**config.mk**
```make
export PLATFORM = sky130hd
export DESIGN_NAME = hazard_unit
export DESIGN_NICKNAME = d
export VERILOG_FILES = /design/src/rtl/riscv_pkg.sv /design/src/rtl/sat_counter.sv /design/src/rtl/hazard_unit.sv
export SDC_FILE = /design/constraint.sdc
export NUM_CORES = 1
export LEC_CHECK = 0
export BUFFER_PORTS_ARGS = -buffer_cell sky130_fd_sc_hd__buf_2
export CAP_MARGIN = 20
export CORE_ASPECT_RATIO = 1.2
export CORE_MARGIN = 2
export CORE_UTILIZATION = 26
export CTS_BUF_LIST = sky130_fd_sc_hd__clkbuf_8
export DETAILED_ROUTE_END_ITERATION = 8
export SLEW_MARGIN = 20
export SYNTH_ARGS = -nofsm -noshare
export SYNTH_HDL_FRONTEND = slang
export SYNTH_SLANG_ARGS = --single-unit
```
**constraint.sdc**
```tcl
create_clock -name clk -period 3.3 [get_ports clk]
set_input_delay 0.66 -clock clk [delete_from_list [all_inputs] [get_ports clk]]
set_output_delay 0.66 -clock clk [all_outputs]
set_load 0.05 [all_outputs]
```
**src/rtl/riscv_pkg.sv**
```systemverilog
// Shared core types and constants: forwarding selects and hazard-unit payloads.
package riscv_pkg;

   localparam int unsigned REG_W = 5;

   // Forwarding unit operand selects
   localparam logic [1:0] FORWARD_NONE = 2'b00;
   localparam logic [1:0] FORWARD_MEM  = 2'b01;
   localparam logic [1:0] FORWARD_EX   = 2'b10;

   // Hazard unit enable / flush encodings
   localparam logic EN      = 1'b1;
   localparam logic STALL   = 1'b0;
   localparam logic FLUSH   = 1'b1;
   localparam logic NOFLUSH = 1'b0;

   typedef enum logic {
      RUN      = 1'b0,
      MEM_WAIT = 1'b1
   } HDU_state_t;

   typedef struct packed {
      logic [REG_W-1:0] id_rs1;
      logic [REG_W-1:0] id_rs2;
      logic             id_use_rs1;
      logic             id_use_rs2;
      logic [REG_W-1:0] ex_rd;
      logic             ex_memread;
      logic             ex_branch_taken;
      logic             mem_access;
   } HDU_data;

   typedef struct packed {
      logic pc_en;
      logic ifid_en;
      logic idex_en;
      logic exmem_en;
      logic ifid_flush;
      logic idex_flush;
      logic memwb_bubble;
   } HDU_ctrl;

   // Load in EX whose destination is read by the instruction in ID
   function automatic logic load_use(input HDU_data d);
      return d.ex_memread && (d.ex_rd != '0) &&
             ((d.id_use_rs1 && (d.id_rs1 == d.ex_rd)) ||
              (d.id_use_rs2 && (d.id_rs2 == d.ex_rd)));
   endfunction

endpackage

```
**src/rtl/sat_counter.sv**
```systemverilog
// Saturating up-counter used for the hazard performance counters.
module sat_counter #(
   parameter int unsigned W = 32
) (
   input  logic         clk,
   input  logic         rst,
   input  logic         inc,
   output logic [W-1:0] count
);

   logic [W-1:0] count_q;
   logic [W-1:0] count_d;

   // Next count: hold at all-ones once saturated
   always_comb begin
      count_d = count_q;
      if (inc && (count_q != '1)) begin
         count_d = count_q + W'(1);
      end
   end

   // Count register
   always_ff @(posedge clk) begin
      if (rst) begin
         count_q <= '0;
      end else begin
         count_q <= count_d;
      end
   end

   assign count = count_q;

endmodule

```
**src/rtl/hazard_unit.sv**
```systemverilog
// Load-use / branch-squash / data-memory-wait hazard controller for the 5-stage core.
module hazard_unit
   import riscv_pkg::*;
#(
   parameter int unsigned CNT_W       = 32,
   parameter int unsigned MEM_TIMEOUT = 16
) (
   input  logic             clk,
   input  logic             rst,
   input  logic [4:0]       ID_rs1,
   input  logic [4:0]       ID_rs2,
   input  logic             ID_use_rs1,
   input  logic             ID_use_rs2,
   input  logic [4:0]       EX_rd,
   input  logic             EX_MemRead,
   input  logic             EX_branch_taken,
   input  logic             MEM_access,
   input  logic             dmem_ready,
   output logic             dmem_valid,
   output logic             PC_en,
   output logic             IFID_en,
   output logic             IDEX_en,
   output logic             EXMEM_en,
   output logic             IFID_flush,
   output logic             IDEX_flush,
   output logic             MEMWB_bubble,
   output logic             mem_err,
   output logic [CNT_W-1:0] stall_cnt,
   output logic [CNT_W-1:0] flush_cnt
);

   localparam int unsigned WAIT_W = $clog2(MEM_TIMEOUT + 1);
   localparam logic [WAIT_W-1:0] WAIT_MAX = WAIT_W'(MEM_TIMEOUT);

   HDU_state_t        state_q, state_d;
   logic [WAIT_W-1:0] wait_q, wait_d;
   logic              mem_err_q, mem_err_d;
   HDU_data           hd;
   HDU_ctrl           ctrl;
   logic              freeze;
   logic              dmem_valid_c;

   assign hd = '{
      id_rs1:          ID_rs1,
      id_rs2:          ID_rs2,
      id_use_rs1:      ID_use_rs1,
      id_use_rs2:      ID_use_rs2,
      ex_rd:           EX_rd,
      ex_memread:      EX_MemRead,
      ex_branch_taken: EX_branch_taken,
      mem_access:      MEM_access
   };

   // Next state, wait counter, and same-cycle pipeline control
   always_comb begin
      state_d      = state_q;
      wait_d       = wait_q;
      mem_err_d    = mem_err_q;
      freeze       = 1'b0;
      dmem_valid_c = 1'b0;
      ctrl         = '{pc_en: EN, ifid_en: EN, idex_en: EN, exmem_en: EN,
                       ifid_flush: NOFLUSH, idex_flush: NOFLUSH,
                       memwb_bubble: NOFLUSH};

      if (!rst) begin
         case (state_q)
            RUN: begin
               dmem_valid_c = hd.mem_access;
               if (hd.mem_access && !dmem_ready) begin
                  freeze  = 1'b1;
                  state_d = MEM_WAIT;
                  wait_d  = '0;
               end
            end
            MEM_WAIT: begin
               dmem_valid_c = 1'b1;
               freeze       = 1'b1;
               if (wait_q != WAIT_MAX) begin
                  wait_d = wait_q + WAIT_W'(1);
               end
               // Timeout only flags; the access is still waited out
               if (wait_d == WAIT_MAX) begin
                  mem_err_d = 1'b1;
               end
               if (dmem_ready) begin
                  state_d = RUN;
               end
            end
            default: begin
               state_d = RUN;
            end
         endcase

         if (freeze) begin
            ctrl.pc_en        = STALL;
            ctrl.ifid_en      = STALL;
            ctrl.idex_en      = STALL;
            ctrl.exmem_en     = STALL;
            ctrl.memwb_bubble = FLUSH;
         end else if (hd.ex_branch_taken) begin
            // Squashing ID also removes any load-use dependency
            ctrl.ifid_flush = FLUSH;
            ctrl.idex_flush = FLUSH;
         end else if (load_use(hd)) begin
            ctrl.pc_en      = STALL;
            ctrl.ifid_en    = STALL;
            ctrl.idex_flush = FLUSH;
         end
      end
   end

   // FSM state, wait counter and sticky error
   always_ff @(posedge clk) begin
      if (rst) begin
         state_q   <= RUN;
         wait_q    <= '0;
         mem_err_q <= 1'b0;
      end else begin
         state_q   <= state_d;
         wait_q    <= wait_d;
         mem_err_q <= mem_err_d;
      end
   end

   sat_counter #(.W(CNT_W)) u_stall_cnt (
      .clk   (clk),
      .rst   (rst),
      .inc   (!ctrl.pc_en),
      .count (stall_cnt)
   );

   sat_counter #(.W(CNT_W)) u_flush_cnt (
      .clk   (clk),
      .rst   (rst),
      .inc   (ctrl.ifid_flush),
      .count (flush_cnt)
   );

   assign dmem_valid   = dmem_valid_c;
   assign PC_en        = ctrl.pc_en;
   assign IFID_en      = ctrl.ifid_en;
   assign IDEX_en      = ctrl.idex_en;
   assign EXMEM_en     = ctrl.exmem_en;
   assign IFID_flush   = ctrl.ifid_flush;
   assign IDEX_flush   = ctrl.idex_flush;
   assign MEMWB_bubble = ctrl.memwb_bubble;
   assign mem_err      = mem_err_q;

endmodule

```
* Yosys cells after proc, flatten, opt, wreduce, memory -nomap -nowiden
Index checks and enable logic that the tools add are counted.
** Word-level totals
- Output and inout port bits :: 73
- Bits of input ports :: 23
- Memories kept :: 0
- Bits in latches :: 0
- Flip-flop bits (word level) :: 71
- Memory bits (writable) :: 0
- Bits in read-only memories :: 0
- Logic and storage cells :: 50
** Cells by class
- Bitwise operators :: 1
- Divide/modulo/power cells :: 0
- Reduce and logical (&&, ||, !) cells :: 12
- $add $sub $neg :: 3
- Mux-type cells :: 22
- $mul :: 0
- $lt $le $gt $ge :: 0
- Shift operators :: 0
- Eq/ne operators :: 7
** Operators by type and width (number)
- $add 32x1->32 const B :: 2
- $ne 32x32->1 const B :: 2
- $mux 5 :: 4
- $eq 5x5->1 :: 2
- $mux 2 :: 5
- $pmux 5 s2 :: 1
- $mux 1 :: 8
- $logic_and 1x1->1 :: 7
- $mux 7 :: 1
- $pmux 1 s2 :: 3
- $add 5x1->5 const B :: 1
- $eq 5x5->1 const B :: 1
- $ne 5x5->1 const B :: 1
- $reduce_bool 5->1 :: 1
- $logic_not 1->1 :: 2
- $ne 2x2->1 const B :: 1
- $reduce_and 2->1 :: 1
- $logic_or 1x1->1 :: 1
- $not 1->1 :: 1

* Longest topological paths before layout
Gate-level depths: netlist of the first run.
- Word-level depth :: 10
- Mapped depth :: 9

* Hierarchy
Synthesis of the first run repeated with hierarchy kept, for this count alone.
** Unflattened totals
- Cell total of the unflattened synthesis :: 468
- Area, all modules :: 3918.8 um^2
** Modules (own cells, without submodules)
- sat_counter :: area each 1674.1 um^2, instances 2, cells an instance 199
- hazard_unit :: area each 570.5 um^2, instances 1, cells an instance 70

* Worst setup path after synthesis of the first run
OpenSTA, ideal clock, no wires.
- Path kind :: input -> output
- From :: input port rst
- To :: output port IDEX_en
- Buffers on the path :: 2
- Arrival :: 2734 ps
- Slack :: -94 ps
- Required time :: 2640 ps
- Stages :: 5
- Path through :: buf_6 or2_2 a21oi_1 inv_1 buf_4
** On the way
- Word-level cells in the longest chain between the ends :: 1
** Ends and longest elaborated chain
- from (decl) :: RTL line hazard_unit.sv:9 : input logic rst,
- $mux 7 :: RTL line hazard_unit.sv:65 : if (!rst) begin
- to (decl) :: RTL line hazard_unit.sv:22 : output logic IDEX_en,
No other way between the ends.

* Worst setup path in the final report of the first run
- From :: input port MEM_access
- To :: output port PC_en
** On the way
- Word-level cells in the longest chain between the ends :: 6
** Ends and longest elaborated chain
- from (decl) :: RTL line hazard_unit.sv:17 : input logic MEM_access,
- $logic_and 1x1->1 :: RTL line hazard_unit.sv:69 : if (hd.mem_access && !dmem_ready) begin
- $mux 1 :: RTL line hazard_unit.sv:69
- $pmux 1 s2 :: RTL line hazard_unit.sv:66 : case (state_q)
- $mux 1 :: RTL line hazard_unit.sv:65
- $mux 2 :: RTL line hazard_unit.sv:94 : if (freeze) begin
- $mux 7 :: RTL line hazard_unit.sv:65
- to (decl) :: RTL line hazard_unit.sv:20 : output logic PC_en,
No other way between the ends. The select of a mux whose other input is x is not followed.

==> impl_metrics.tcl, run 1 <==
set metrics [dict create \
    worst_slew_margin_rel 0.4603 \
    critical-path-slowest-cell "nor2_1" \
    syn-mean-instance-area_sq_um 8.163 \
    gp_routability_congestion 0.8352 \
    number_of_antenna_violations_at_the_first_check_in_global_routing 0 \
    io-pin-count 96 \
    status "finished clean" \
    worstMarginPinSlew_ns 0.8087 \
    synth_xor_xnor_area_share 0.1031 \
    post_drt_wl_per_cell_um 13.35 \
    grt_start_max_net_pins 38 \
    insertedDiodeCount 0 \
    synth_area_in_adders 0.01339 \
    wirelength_um 9681 \
    critPathCaptureType "primary output" \
    yosys-top-cells-area "dfxtp_1 (38%), xnor2_1 (5.6%), nor2_1 (5.3%)" \
    overall_global_routing_resource_usage 0.1273 \
    tritoncts_clock_tree "done" \
    synth_net_count 485 \
    synthToLayoutAreaGrowth_pct 21.12 \
    netlist.top_cell.by_area "dfxtp_1" \
    initial_utilization 0.2627 \
    maximum_net_fanout_on_the_critical_path 8 \
    final_min_period_over_clock_period 0.8424 \
    die_h_um 135.4 \
    peak_freq_mhz 359.7 \
    placedInstanceArea_sq_um 4345 \
    timing.reg2reg.worst_path_depth 7 \
    setup_violations 0 \
    drive_gt1_frac 0.2345 \
    placement.io_buffers 95 \
    power_per_cell_area_nw_per_um2 366.4 \
    drt-pass1-iter-count 4 \
    asyncSetResetFlopFracSynth 0 \
    post-cts-setup-buffer-count 0 \
    crit_arrival_ns 2.12 \
    timing.critical_path.from "MEM_access" \
    finalHoldViolCount 0 \
    finClkSkew_ns 0.007786 \
    synth_top_family_by_area "simple AND/OR/NAND/NOR gates" \
    detail_route.iter0.violations 233 \
    yosysWarnings 0 \
    worstSetupStartpointType "input port" \
    vias_per_cell 5.168 \
    critPathCapture "PC_en" \
    worst_hold_startpoint "mem_err" \
    grt-ovfl-total 0 \
    first_global_vias 3478 \
    cts-hold-fix-buffers 0 \
    cts-root-to-sink-buffers 2 \
    clock_latency_ns 0.34 \
    postCtsResizedCells 0 \
    grt_first_pass_wirelength_um 16100 \
    finalNetCount 574 \
    busiest_grt_layer "met2" \
    synth_enable_flop_cells 0 \
    r2r_end "u_stall_cnt.count[29]" \
    cts_inserted_buffers 9 \
    grt_setup_unrepaired "no" \
    placeableCoreArea_sq_um 14230 \
    drtAntennaViolNets 0 \
    yosysTopAreaCellShare 0.3802 \
    fp-row-count 48 \
    max_stage_delay_ns 0.45 \
    global_route.usage.met3 0.03714 \
    worst_r2r_startpoint "u_stall_cnt.count[0]" \
    irDropWorstVdd_mv 0.2090 \
    ordered_list_of_cells_on_the_worst_path "buf_2 > nor2b_1 > nor2_1 > o221ai_1 > nand3b_1 > buf_2" \
    cts_sinks 71 \
    gr-usage-met1 0.1433 \
    die-area_sq_um 15360 \
    report.final.slew_viol_count 0 \
    setup-tns-final_ns 0 \
    seq_area_frac_synth 0.3802 \
    synth.distinct_cells 53 \
    r2r_slack_ns 0.84 \
    cp_class "input port to primary output" \
    finalWorstPathRequiredPeriod_ns 2.780 \
    synth.mux.area_fraction 0.008367 \
    netlist_instances 458 \
    number_of_register_bits_inferred_by_synthesis 71 \
    cts-root-buf "clkbuf_8" \
    hold_path_class "flop to flop" \
    postSynth.topFlopCell "dfxtp_1" \
    cts-htree-levels 3 \
    syn-cell-area_sq_um 3739 \
    dpl.hpwl_um 7149 \
    detailroute.via_count 3747 \
    remaining_drc_errors 0 \
    crit_top_cell "buf_2" \
    dieWidth_um 113.5 \
    synthesized_area_fraction_occupied_by_ao_oa_aoi_and_oai_cells 0.1205 \
    cts.clk_slew.worst_paths_ns 0.07 \
    p_leak_nw 1.688 \
    finish.instance_area_sq_um 4528 \
    drv.max_cap_violation_count 0 \
    grt.met2_usage 0.2222 \
    worst_ep_required_time_ns 2.64 \
    synth_simple_gate_area_share 0.3320 \
]
==> stage by stage <==
step / total power (W) / hold WS, ns / util / setup slack (ns) / instances
after floorplan: 0.0009876 / 0.4910 / - / 0.04212 / 458
after global placement: 0.001023 / 0.4693 / 0.3053 / 0.5155 / 711
after detailed placement: 0.001027 / 0.4813 / 0.3053 / 0.4456 / 711
after CTS: 0.001691 / 0.4827 / 0.3181 / 0.4896 / 725
after global routing: 0.001730 / 0.4926 / 0.3181 / 0.3601 / 725
final: 0.001659 / 0.4929 / 0.3181 / 0.5201 / 725
==> synthesized netlist by cell type (3+ instances only) <==
library cell	instances
nor3_1	13
dfxtp_1	71
xnor2_1	24
or3_1	22
nor4_1	6
and2_1	3
ha_1	4
a21oi_1	34
inv_1	8
or4_1	13
o21ai_0	23
o31ai_1	9
buf_6	3
nand4_1	24
nor2_1	53
nand2_1	29
clkbuf_1	13
buf_4	3
nand3_1	30
nor2b_1	3
xor2_1	20
and3_1	9
and4_1	5
==> area by class of cell <==
type	instances	area (sq um)
clock buffers	13	178.9
repair buffers	100	513.0
fillers	1490	9706
flip-flops and latches	71	1421
well taps	175	219.0
multi-input cells	357	2162
inverters	8	30.03
clock inverters	1	3.754
==> flip-flops by register name (all words and copies together) (netlist names) <==
| register | count |
|---|---|
| state_q | 1 |
| wait_q | 5 |
| u_stall_cnt.count | 32 |
| mem_err | 1 |
| u_flush_cnt.count | 32 |
==> critical path: cells and delay by family <==
family | cells | cell delay (ns)
compound gates | 1 | 0.28
buf+inv | 2 | 0.38
simple gates | 3 | 0.80
==> placed cells by master, fill, tap and decap left out, types with 20 or more instances in the layout <==
| cell type | netlist | routed |
|---|---|---|
| a21oi_1 | 34 | 33 |
| buf_2 | 2 | 95 |
| dfxtp_1 | 71 | 71 |
| nand2_1 | 29 | 29 |
| nand3_1 | 30 | 30 |
| nand4_1 | 24 | 24 |
| nor2_1 | 53 | 53 |
| o21ai_0 | 23 | 23 |
| or3_1 | 22 | 22 |
| xnor2_1 | 24 | 24 |
| xor2_1 | 20 | 20 |
==> metal layers <==
layer | vias to the layer above | wire length [um]
met5 | - | 0
met2 | 121 | 4702
li1 | 1839 | -
met1 | 1762 | 4108
met4 | 0 | 275
met3 | 25 | 595
==> logic make-up after synthesis <==
logic type | after synthesis
AND/OR/NAND/NOR | 228
flip-flops | 71
XOR/XNOR | 44
buffers and inverters | 30
adder cells (fa/ha/maj) | 4
AO/OA/AOI/OAI | 78
multiplexers | 3
==> how the worst min path moves through the flow <==
stage,depth (start not counted),end,slack [ns]
2_1_floorplan,2,wait_q[4],0.49
3_3_place_gp,2,u_stall_cnt.count[14],0.47
3_5_place_dp,2,u_stall_cnt.count[17],0.48
4_1_cts,2,state_q,0.48
5_1_grt,2,state_q,0.49
6_report,2,mem_err,0.49
==> where the power goes <==
| group | internal (W) | leakage, nW | total, W | switching (W) |
|---|---|---|---|---|
| Clock | 0.000345 | 0.0988 | 0.000653 | 0.000308 |
| Combinational | 0.0000421 | 1.02 | 0.000138 | 0.0000957 |
| Sequential | 0.000861 | 0.572 | 0.000868 | 0.00000719 |
No activity file was read; power rests on OpenSTA's default activity.
==> inputs of run 2 (changes only) <==
==> constraint.sdc (replaced) <==
create_clock -name clk -period 2.5 [get_ports clk]
set_input_delay 0.5 -clock clk [delete_from_list [all_inputs] [get_ports clk]]
set_output_delay 0.5 -clock clk [all_outputs]
set_load 0.05 [all_outputs]
==> run 2 against run 1 <==
  * Die area unchanged
  * Sequential power up 32%
  * Power rose by 31%
  * Count of clock-buffer cells in the layout down 2
  * Core utilization grew 1.1 points
  * Clock power rose by 26%
  * Clock skew up 0.0022 ns
  * Sequential share of layout area fell by 0.92 points
  * Setup slack lost 0.44 ns
==> impl_metrics.tcl, run 2 (synthesis results as in run 1) <==
set metrics [dict create \
    detail_route.iter0.violations 216 \
    critPathTopFamily "simple AND/OR/NAND/NOR gates" \
    post_drt_wl_per_cell_um 13.69 \
    first_global_vias 3555 \
    critical-path-slowest-cell "or4_1" \
    crit_arrival_ns 1.92 \
    worstSetupStartpointType "input port" \
    placeableCoreArea_sq_um 14230 \
    seqPwrFrac 0.528 \
    tritoncts_clock_tree "done" \
    comb_power_share 0.092 \
    io-pin-count 96 \
    fin_cells 742 \
    remaining_drc_errors 0 \
    finClkSkew_ns 0.009979 \
    max_stage_delay_ns 0.56 \
    grt_start_max_net_pins 72 \
    maximum_net_fanout_on_the_critical_path 3 \
    final.fill_count 1503 \
    dieWidth_um 113.5 \
    final_common_cell "buf_2" \
    cp_class "input port to primary output" \
    finalHoldViolCount 0 \
    critPathCaptureType "primary output" \
    worst_slew_margin_rel 0.4841 \
    overall_global_routing_resource_usage 0.1344 \
    cts-hold-fix-buffers 0 \
    cts_sinks 71 \
    power_per_cell_area_nw_per_um2 463.9 \
    dpl.hpwl_um 7409 \
    insertedDiodeCount 0 \
    drv.max_cap_violation_count 0 \
    gp_routability_congestion 0.8569 \
    setup_violations 0 \
    final_min_period_over_clock_period 0.9691 \
    grt_first_pass_wirelength_um 16700 \
    wirelength_um 10160 \
    finalNetCount 591 \
    internal_power_contribution_w 0.001599 \
    vias_per_cell 5.098 \
    cts.clk_slew.worst_paths_ns 0.08 \
    critical_path_buf_inv_count 2 \
    dp.cells 726 \
    initial_utilization 0.2627 \
    number_of_antenna_violations_at_the_first_check_in_global_routing 0 \
    drt-pass1-iter-count 4 \
    die-area_sq_um 15360 \
    grt_setup_unrepaired "yes" \
    clock_latency_ns 0.37 \
    detailroute.via_count 3783 \
    sw_frac_of_total 0.2638 \
    cts-root-buf "clkbuf_8" \
    cts-root-to-sink-buffers 2 \
    worstMarginPinSlew_ns 0.7738 \
    power_frac_clock 0.380 \
    drtAntennaViolNets 0 \
    r2r_slack_ns 0.24 \
    hold_path_class "input port to flop" \
    report.final.slew_viol_count 0 \
    fp-row-count 48 \
    postCtsResizedCells 0 \
    irDropWorstVdd_mv 0.2422 \
    status "finished clean" \
    finalWorstPathRequiredPeriod_ns 2.423 \
    p_leak_nw 1.776 \
    die_h_um 135.4 \
    net-switching-power_w 0.0005729 \
    cts-htree-levels 3 \
    most-common-layout-cells "buf_2 (95), dfxtp_1 (67), nor2_1 (52)" \
    synthToLayoutAreaGrowth_pct 25.23 \
    crit_top_cell "buf_2" \
    placement.io_buffers 95 \
    cts_inserted_buffers 9 \
    setup-tns-final_ns 0 \
    ordered_list_of_cells_on_the_worst_path "buf_2 > or4_1 > o21ai_1 > nand2_1 > nand3b_1 > buf_2" \
    grt-ovfl-total 0 \
    post-cts-setup-buffer-count 0 \
    drive_gt1_frac 0.2681 \
    worst_ep_required_time_ns 2.00 \
    peak_freq_mhz 412.8 \
]
-- run 2: changes by cell type in the layout (fill, tap and decap cells not counted), sizes merged --
cell,previous run,this run
clkbuf,13,11
inv,9,10
clkinv,0,1
buf,100,117
-- run 2: path summary, 6_finish.rpt --
check / startpoint / end / cells past startpoint
worst max-delay path: EX_rd[1] / PC_en / 6
worst min-delay path: dmem_ready / state_q / 2
worst max register to register: u_flush_cnt.count[25] / u_flush_cnt.count[5] / 6
worst min register to register: mem_err / mem_err / 2
-- run 2: worst register-to-register path: cells and delay by family (launching register included) --
family / cells / cell delay [ns]
simple gates: 5 / 1.59
flops: 1 / 0.38
xor+xnor: 1 / 0.16
-- run 2: per-layer routing --
layer | wire length, um | up-vias | GRT usage
li1 | - | 1863 | -
met1 | 4311 | 1792 | 0.1563
met2 | 5041 | 109 | 0.2295
met3 | 608 | 19 | 0.03221
met4 | 196 | 0 | 0.06911
met5 | 0 | - | 0
-- run 2: layout make-up --
type / count / area (sq um) / area share
clock buffer: 11 / 151.4 / 0.03234
clock inverter: 3 / 12.51 / 0.002672
inverter: 8 / 30.03 / 0.006414
multi-input combinational: 357 / 2177 / 0.4650
sequential: 71 / 1426 / 0.3047
tap: 175 / 219.0 / 0.04677
timing repair buffer: 117 / 665.6 / 0.1422
-- run 2: stage by stage --
step	hold slack, ns	power, W	util	area, sq um	worst slack, ns
after floorplan	0.4910	0.001308	-	3769	-0.1202
after global placement	0.4680	0.001369	0.3164	4503	0.08595
after detailed placement	0.4708	0.001374	0.3164	4503	0.06912
after CTS	0.2978	0.002214	0.3279	4667	0.06406
after global routing	0.3343	0.002268	0.3289	4682	-0.02132
final	0.3222	0.002172	0.3289	4682	0.07723
-- run 2: power groups by stage --
stage | Combinational (W) | Clock, W | Sequential, W
after floorplan | 0.000124 | 0 | 0.00118
after global placement | 0.000197 | 0 | 0.00117
after detailed placement | 0.000202 | 0 | 0.00117
after CTS | 0.000202 | 0.000866 | 0.00115
after global routing | 0.000218 | 0.000902 | 0.00115
final | 0.000200 | 0.000826 | 0.00115
